File: config.mk
export PLATFORM = sky130hd
export DESIGN_NAME = dtree_seq_ctrl
export DESIGN_NICKNAME = d
export VERILOG_FILES = /design/src/rtl/dtree_pkg.sv /design/src/rtl/dtree_node_rom.sv /design/src/rtl/dtree_seq_ctrl.sv
export SDC_FILE = /design/constraint.sdc
export NUM_CORES = 1
export LEC_CHECK = 0
export BUFFER_PORTS_ARGS = -buffer_cell sky130_fd_sc_hd__clkbuf_2
export CAP_MARGIN = 10
export CORE_ASPECT_RATIO = 0.6
export CORE_UTILIZATION = 55
export DETAILED_ROUTE_END_ITERATION = 8
export GPL_TIMING_DRIVEN = 0
export PLACE_DENSITY = 0.8
export SETUP_SLACK_MARGIN = 0.1
export SLEW_MARGIN = 5
export SYNTH_ARGS = -nofsm -noshare
export SYNTH_HDL_FRONTEND = slang
export SYNTH_HIERARCHICAL = 1
export SYNTH_SLANG_ARGS = --single-unit
export TNS_END_PERCENT = 20
File: constraint.sdc
create_clock -name clk -period 5.2 [get_ports clk]
set_input_delay 0.78 -clock clk [delete_from_list [all_inputs] [get_ports clk]]
set_output_delay 0.78 -clock clk [all_outputs]
set_load 0.01 [all_outputs]
File: src/rtl/dtree_pkg.sv
// Decision-tree types, sizes and the constant node table walked by dtree_seq_ctrl.
// Optional feature macro: DTREE_PREC_TRUNC_EN (per-node compare precision).
package dtree_pkg;

    localparam int NUM_FEAT   = 16;
    localparam int FEAT_W     = 8;
    localparam int CLS_W      = 4;
    localparam int MAX_DEPTH  = 16;
    localparam int FEAT_VEC_W = NUM_FEAT * FEAT_W;
    localparam int DEPTH_W    = $clog2(MAX_DEPTH + 1);
    localparam int FIDX_W     = $clog2(NUM_FEAT);
    localparam int PREC_W     = $clog2(FEAT_W + 1);

    localparam int NUM_NODES  = 5;
    // One spare code point so an out-of-range child is always representable.
    localparam int NODE_AW    = $clog2(NUM_NODES + 1);

    localparam logic [CLS_W-1:0] ERR_CLASS = {CLS_W{1'b1}};

    typedef enum logic [1:0] {
        ST_IDLE = 2'd0,
        ST_WALK = 2'd1,
        ST_DONE = 2'd2
    } state_t;

    typedef struct packed {
        logic               is_leaf;
        logic [FIDX_W-1:0]  fidx;
        logic [FEAT_W-1:0]  thr;
`ifdef DTREE_PREC_TRUNC_EN
        logic [PREC_W-1:0]  prec;
`endif
        logic [NODE_AW-1:0] left;
        logic [NODE_AW-1:0] right;
        logic [CLS_W-1:0]   cls;
    } node_t;

`ifdef DTREE_PREC_TRUNC_EN
    localparam node_t NODES [NUM_NODES] = '{
        '{is_leaf: 1'b0, fidx: 4'd15, thr: 8'h1F, prec: 4'd2, left: 3'd1, right: 3'd2, cls: 4'd0},
        '{is_leaf: 1'b1, fidx: 4'd0,  thr: 8'h00, prec: 4'd8, left: 3'd0, right: 3'd0, cls: 4'd8},
        '{is_leaf: 1'b0, fidx: 4'd3,  thr: 8'h80, prec: 4'd8, left: 3'd3, right: 3'd4, cls: 4'd0},
        '{is_leaf: 1'b0, fidx: 4'd0,  thr: 8'hFF, prec: 4'd8, left: 3'd3, right: 3'd3, cls: 4'd0},
        '{is_leaf: 1'b1, fidx: 4'd0,  thr: 8'h00, prec: 4'd8, left: 3'd0, right: 3'd0, cls: 4'd9}
    };
`else
    localparam node_t NODES [NUM_NODES] = '{
        '{is_leaf: 1'b0, fidx: 4'd15, thr: 8'h1F, left: 3'd1, right: 3'd2, cls: 4'd0},
        '{is_leaf: 1'b1, fidx: 4'd0,  thr: 8'h00, left: 3'd0, right: 3'd0, cls: 4'd8},
        '{is_leaf: 1'b0, fidx: 4'd3,  thr: 8'h80, left: 3'd3, right: 3'd4, cls: 4'd0},
        '{is_leaf: 1'b0, fidx: 4'd0,  thr: 8'hFF, left: 3'd3, right: 3'd3, cls: 4'd0},
        '{is_leaf: 1'b1, fidx: 4'd0,  thr: 8'h00, left: 3'd0, right: 3'd0, cls: 4'd9}
    };
`endif

endpackage

File: src/rtl/dtree_node_rom.sv
// Combinational node lookup; swap the table in dtree_pkg to retarget a dataset.
// Out-of-range addresses return an all-zero node (the FSM never issues them).
module dtree_node_rom
    import dtree_pkg::*;
(
    input  logic [NODE_AW-1:0] addr_i,
    output node_t              node_o
);

    // Address decode over the constant node table.
    always_comb begin
        node_o = '0;
        for (int i = 0; i < NUM_NODES; i++) begin
            if (addr_i == NODE_AW'(i)) begin
                node_o = NODES[i];
            end else begin
                node_o = node_o;
            end
        end
    end

endmodule

File: src/rtl/dtree_seq_ctrl.sv
// Multi-cycle decision-tree evaluator: one node per clock through a shared comparator.
// Optional feature macro: DTREE_PREC_TRUNC_EN (compare only the top prec bits per node).
module dtree_seq_ctrl
    import dtree_pkg::*;
(
    input  logic                  clk,
    input  logic                  rst_n,
    input  logic                  in_valid,
    output logic                  in_ready,
    input  logic [FEAT_VEC_W-1:0] in_feat,
    output logic                  out_valid,
    input  logic                  out_ready,
    output logic [CLS_W-1:0]      out_class,
    output logic [DEPTH_W-1:0]    out_depth,
    output logic                  out_err
);

    state_t                state_q, state_d;
    logic [FEAT_VEC_W-1:0] feat_q, feat_d;
    logic [NODE_AW-1:0]    addr_q, addr_d;
    logic [DEPTH_W-1:0]    depth_q, depth_d;
    logic [CLS_W-1:0]      cls_q, cls_d;
    logic [DEPTH_W-1:0]    odepth_q, odepth_d;
    logic                  err_q, err_d;
    logic                  valid_q, valid_d;

    node_t                 node_s;
    logic [FEAT_W-1:0]     f_s;
    logic                  le_s;
    logic [NODE_AW-1:0]    child_s;

    dtree_node_rom u_rom (
        .addr_i (addr_q),
        .node_o (node_s)
    );

    // Shared comparator: selected feature against the current node threshold.
    always_comb begin
        f_s = feat_q[node_s.fidx*FEAT_W +: FEAT_W];
`ifdef DTREE_PREC_TRUNC_EN
        le_s = (f_s >> (PREC_W'(FEAT_W) - node_s.prec))
            <= (node_s.thr >> (PREC_W'(FEAT_W) - node_s.prec));
`else
        le_s = (f_s <= node_s.thr);
`endif
        child_s = le_s ? node_s.left : node_s.right;
    end

    // Next-state and result logic of the walk FSM.
    always_comb begin
        state_d  = state_q;
        feat_d   = feat_q;
        addr_d   = addr_q;
        depth_d  = depth_q;
        cls_d    = cls_q;
        odepth_d = odepth_q;
        err_d    = err_q;
        valid_d  = valid_q;
        in_ready = (state_q == ST_IDLE);

        case (state_q)
            ST_IDLE: begin
                if (in_valid) begin
                    feat_d  = in_feat;
                    addr_d  = '0;
                    depth_d = '0;
                    state_d = ST_WALK;
                end else begin
                    state_d = ST_IDLE;
                end
            end
            ST_WALK: begin
                if (node_s.is_leaf) begin
                    cls_d    = node_s.cls;
                    odepth_d = depth_q;
                    err_d    = 1'b0;
                    valid_d  = 1'b1;
                    state_d  = ST_DONE;
                end else if (depth_q == DEPTH_W'(MAX_DEPTH)) begin
                    cls_d    = ERR_CLASS;
                    odepth_d = DEPTH_W'(MAX_DEPTH);
                    err_d    = 1'b1;
                    valid_d  = 1'b1;
                    state_d  = ST_DONE;
                end else if (child_s >= NODE_AW'(NUM_NODES)) begin
                    // Corrupt table entry: abort rather than read an undefined node.
                    cls_d    = ERR_CLASS;
                    odepth_d = depth_q;
                    err_d    = 1'b1;
                    valid_d  = 1'b1;
                    state_d  = ST_DONE;
                end else begin
                    addr_d  = child_s;
                    depth_d = depth_q + DEPTH_W'(1);
                end
            end
            ST_DONE: begin
                if (out_ready) begin
                    valid_d = 1'b0;
                    state_d = ST_IDLE;
                end else begin
                    state_d = ST_DONE;
                end
            end
            default: begin
                valid_d = 1'b0;
                state_d = ST_IDLE;
            end
        endcase
    end

    // State and result registers.
    always_ff @(posedge clk or negedge rst_n) begin
        if (!rst_n) begin
            state_q  <= ST_IDLE;
            feat_q   <= '0;
            addr_q   <= '0;
            depth_q  <= '0;
            cls_q    <= '0;
            odepth_q <= '0;
            err_q    <= 1'b0;
            valid_q  <= 1'b0;
        end else begin
            state_q  <= state_d;
            feat_q   <= feat_d;
            addr_q   <= addr_d;
            depth_q  <= depth_d;
            cls_q    <= cls_d;
            odepth_q <= odepth_d;
            err_q    <= err_d;
            valid_q  <= valid_d;
        end
    end

    assign out_valid = valid_q;
    assign out_class = cls_q;
    assign out_depth = odepth_q;
    assign out_err   = err_q;

endmodule

Word level (Yosys, flattened, before mapping)
Cells that the tools add are included.
{ "classes": {"addsub": 1, "magnitude_cmp": 2, "eq_ne": 13, "shifts": 1, "mux": 34, "bitwise_logic": 1, "reduce_logical": 8} }
{ "op_table": {"columns": ["cell", "count"], "rows": [
  ["variable part select 128 x 8 -> 8 bit", 1],
  ["two-way mux 23 bit", 4],
  ["two-way mux 5 bit", 7],
  ["two-way mux 22 bit", 1],
  ["two-way mux 3 bit", 5],
  ["two-way mux 4 bit", 3],
  ["inequality test 2 bit (second input constant)", 5],
  ["case mux 5 bit (2 select lines)", 1],
  ["less-or-equal comparator 8 bit", 1],
  ["two-way mux 2 bit", 4],
  ["== test 3 x 2 -> 1 bit (second input constant)", 2],
  ["two-way mux 1 bit", 6],
  ["case mux 2 bit (3 select lines)", 1],
  ["case mux 3 bit (2 select lines)", 1],
  ["adder 5 x 1 -> 5 bit (second input constant)", 1],
  ["== test 5 bit (second input constant)", 1],
  ["AND reduction 5 bit", 1],
  ["inequality test 4 bit (second input constant)", 1],
  ["AND reduction 2 bit", 2],
  ["== test 3 x 1 -> 1 bit (second input constant)", 1],
  ["== test 3 bit (second input constant)", 1],
  ["greater-or-equal comparator 3 bit (second input constant)", 1],
  ["logical NOT 3 bit", 1],
  ["case mux 1 bit (3 select lines)", 1],
  ["other kinds (7)", 7]
]} }
{ "totals": {"reg_bits": 149, "input_bits": 132, "out_inout_bits": 12} }

Logic depth before layout (Yosys ltp)
{ "logic_depth": {"ltp_word": 14, "ltp_mapped": 15, "ltp_nobuf": 11} }

Hierarchy
Netlist, hierarchy kept.
{ "by_module_without_submodules": {"columns": ["module", "instances", "cells_per_inst", "area_each_um2"], "rows": [
  ["dtree_seq_ctrl", 1, 706, 6971.7],
  ["dtree_node_rom", 1, 29, 196.4]
]} }

Least setup slack after synthesis
No wires, ideal clock.
{ "synth_timing": {"kind": "flip-flop to flip-flop", "startpoint": "register addr_q[2]", "endpoint": "register odepth_q[2], in the netlist out_depth[2]", "t_arrival_ns": 3.651, "slack_ns": 1.424, "path_stages_with_launch": 14, "synth_period_minus_slack_ns": 3.776, "path_cell_list": "dfrtp_1 -> buf_4 -> nor2_1 -> buf_6 -> buf_4 -> mux4_2 -> mux4_2 -> ha_1 -> and4_2 -> a211o_1 -> a21o_4 -> a31oi_4 -> buf_6 -> mux2_4"} }
{ "synth_lines": {"columns": ["item", "line_no", "text"], "rows": [
  ["start: declaration", "dtree_seq_ctrl.sv:20", "logic [NODE_AW-1:0] addr_q, addr_d;"],
  ["start signal: assignment", "dtree_seq_ctrl.sv:126", "addr_q <= addr_d;"],
  ["end signal: assignment", "dtree_seq_ctrl.sv:129", "odepth_q <= odepth_d;"],
  ["end: declaration", "dtree_seq_ctrl.sv:23", "logic [DEPTH_W-1:0] odepth_q, odepth_d;"]
]} }

==> out/qor.txt <==
prevailing post-synth register cell: dfrtp_1
static leakage: 4.67 nW
CTS tree: built
critical path's slowest cell: buf_1
Arr. time, crit path: 4.74 ns
GR Util All Layers: 0.303
placer congestion estimate: 0.871
WP buf/inv: 4
vias in the first global route: 5,892
cell area after layout: 0.00873 mm^2
clk_lat worst skew: 0.43 ns
CTS resizes: 0
Final Core Density: 0.705
CP peak stage delay: 0.57 ns
P_sw: 2.31 mW
root buffer cell: clkbuf_16
Initial Utilization: 0.579
Rel. slew slack: 0.471
Setup Fix Bufs, Post-CTS: 0
sequential fraction of design power: 0.336
Max-cap violations: 0
post-route antenna net violation count: 0
Comb pwr share: 0.455
Die Height: 90.4 um
post-synth top area share: 0.520
Ports: 144
hpwl dp: 13,200 um
vias post-DR: 5,808
HP Class: in -> async
antenna violations before repair: 0
clock-pin slew on the worst setup and hold paths: 0.06 ns
syn avg cell area: 9.75 um^2
Synth area leader: dfrtp_1
sw frac: 0.387
detailed-route wire length per cell: 17.4 um
synth warn: 6
DP Area: 0.00813 mm^2
critical path class: reg -> reg
nets: 1,042
area grow syn2layout: 21.8%
maximum vdd drop: 0.331 mV
CP Cell Sequence: buf_2, nor2_1, buf_4, buf_1, mux4_2, mux4_2, ha_1, nand4_1, a211o_1, a21o_4, a31oi_4, buf_6, mux2_4
CTS H-tree lvls: 4
Final Max Slew Viols: 0
Via density: 5.39
Fin. Hold Viols: 0
setup violators final: 0
Clk pwr share: 0.209
post-layout min period: 4.43 ns
non-filler cells in the finished layout: 1,078
DRC Markers: 0
antenna cells: 0
Worst path most repeated cell: mux4_2
Clock Tree Buf Depth: 2
Pwr Density: 683 mW/mm^2
die area: 0.0135 mm^2
crit path launch type: register
worst path required time: 5.51 ns
outcome: complete, no violations
first-pass GRT wire length: 30,500 um
Hold Slack: 0.294 ns
Final Cycle Share: 0.852
top cells by count, synth: nand2_1 (395), dfrtp_1 (149), mux4_2 (40), clkbuf_1 (25), buf_4 (17)
GR Overflow Total: 0
internal power: 3.66 mW
CTS Hold Bufs: 0
number of buffers created by CTS: 17
largest family of logic cells by synthesized area: simple AND/OR/NAND/NOR gates
clk sinks: 149
largest net degree at the start of global routing: 101
compound-cell area share of the yosys netlist: 0.0267
Sum Neg Setup Slack: 0 ns
adder-cell area share of the yosys netlist: 0.0175
layout cell share with drive strength beyond 1: 0.273
starting DRC count in detailed routing: 509
clock skew: 0.0108 ns
Placed Cells: 1,046
Pre-antenna DRT Iters: 5
critical path's top delay family: multiplexers
simple-gate area share of the yosys netlist: 0.238
XOR/XNOR share of the synthesized area: 0.00244
CORE AREA: 0.0124 mm^2
#FFs+latches synth: 149
Die W: 149 um
Synth async-reset ratio: 1.00
drt total wl: 18,800 um
Mapped Cells: 735
IO Port Bufs: 143
Cell variety after synth: 46
Worst Setup End Kind: register
top cells by area, synth: dfrtp_1 (52%), nand2_1 (21%), mux4_2 (13%)
most common cell in the netlist: nand2_1
RSZ-0062 raised after global routing: false
Post-Syn Area: 0.00717 mm^2
Seq/Total Area, Yosys: 0.520
number of synthesized flops with an enable pin: 0
Max Fclk: 226 MHz
Least-Margin Pin Slew: 0.793 ns
# rows: 31
CP Max Fanout: 10
mux contribution to synthesized area: 0.147
-- worst paths after layout --
kind / cells past startpoint / slack [ns] / from / endpoint
setup / recovery: 13 / 0.77 / addr_q[0]$_DFFE_PN0P_ / out_depth[2]$_DFFE_PN0P_
max in group asynchronous: 2 / 4.08 / rst_n / feat_q[52]$_DFFE_PN0P_
hold reg to reg: 2 / 0.47 / feat_q[93]$_DFFE_PN0P_ / feat_q[93]$_DFFE_PN0P_
setup reg to reg: 13 / 0.77 / addr_q[0]$_DFFE_PN0P_ / out_depth[2]$_DFFE_PN0P_
min in group clk: 2 / 0.47 / feat_q[93]$_DFFE_PN0P_ / feat_q[93]$_DFFE_PN0P_
hold / removal: 1 / 0.29 / rst_n / feat_q[2]$_DFFE_PN0P_
-- logic make-up (layout without fill, tap and decap cells) --
logic type               count (synthesis)  in the layout
flip-flops                             149            149
other                                    1              3
XOR/XNOR                                 2              2
adder cells (fa/ha/maj)                 10             10
AND/OR/NAND/NOR                        428            428
buffers and inverters                   68            244
AO/OA/AOI/OAI                           23             23
multiplexers                            54             54
-- metal layers --
| metal | up-vias | global-route usage | share of wire |
|---|---|---|---|
| met5 | - | 0 | 0 |
| met4 | 0 | 0.0714 | 0.015 |
| met1 | 2792 | 0.458 | 0.45 |
| met2 | 276 | 0.430 | 0.43 |
| met3 | 29 | 0.0894 | 0.10 |
| li1 | 2711 | - | - |
-- placed cells by master, fill, tap and decap left out, types with 2 or more instances in the layout --
cell	instances
a21o_2	2
a21oi_1	4
and2_1	4
and3_1	2
buf_1	9
buf_4	17
buf_6	3
bufinv_16	2
clkbuf_1	25
clkbuf_16	17
clkbuf_2	142
clkinv_4	3
clkinvlp_4	3
conb_1	3
dfrtp_1	149
ha_1	10
inv_1	13
inv_6	5
mux2_1	2
mux2_4	2
mux2i_1	10
mux4_2	40
nand2_1	395
nand3_1	2
nand4_1	3
nor2_1	8
nor3_1	2
o21ai_0	4
o22a_1	4
o2bb2ai_1	2
-- power groups by stage --
| stage | Sequential [mW] | Clock [mW] | Combinational [mW] |
|---|---|---|---|
| after global routing | 2.05 | 1.30 | 3.00 |
| after CTS | 1.99 | 1.25 | 2.69 |
| final | 2.00 | 1.25 | 2.71 |
| after detailed placement | 1.99 | 0 | 2.61 |
| after floorplan | 1.91 | 0 | 1.96 |
| after global placement | 1.97 | 0 | 2.53 |
-- stage by stage --
stage,setup slack [ns],power (mW)
detailed placement,0.908,4.60
global placement,0.909,4.50
CTS,0.782,5.94
finish,0.769,5.97
global route,0.612,6.35
floorplan,1.42,3.87
-- final cells by class --
| cell class | instances | area [um^2] |
|---|---|---|
| plain buffers | 55 | 294 |
| clock buffers | 17 | 425 |
| clock inverters | 15 | 169 |
| fillers | 915 | 3640 |
| inverters | 13 | 48.8 |
| multi-input cells | 520 | 3100 |
| flip-flops and latches | 149 | 3730 |
| well taps | 165 | 206 |
| repair buffers | 144 | 752 |
-- state kept, by name, indices dropped and copies added, names as in the netlist --
signal and cells:
feat_q 128, depth_q 5, out_depth 5, out_class 4, addr_q 3, state_q 2, out_err 1, out_valid 1
Note: power is estimated with default switching activity, not from simulation.
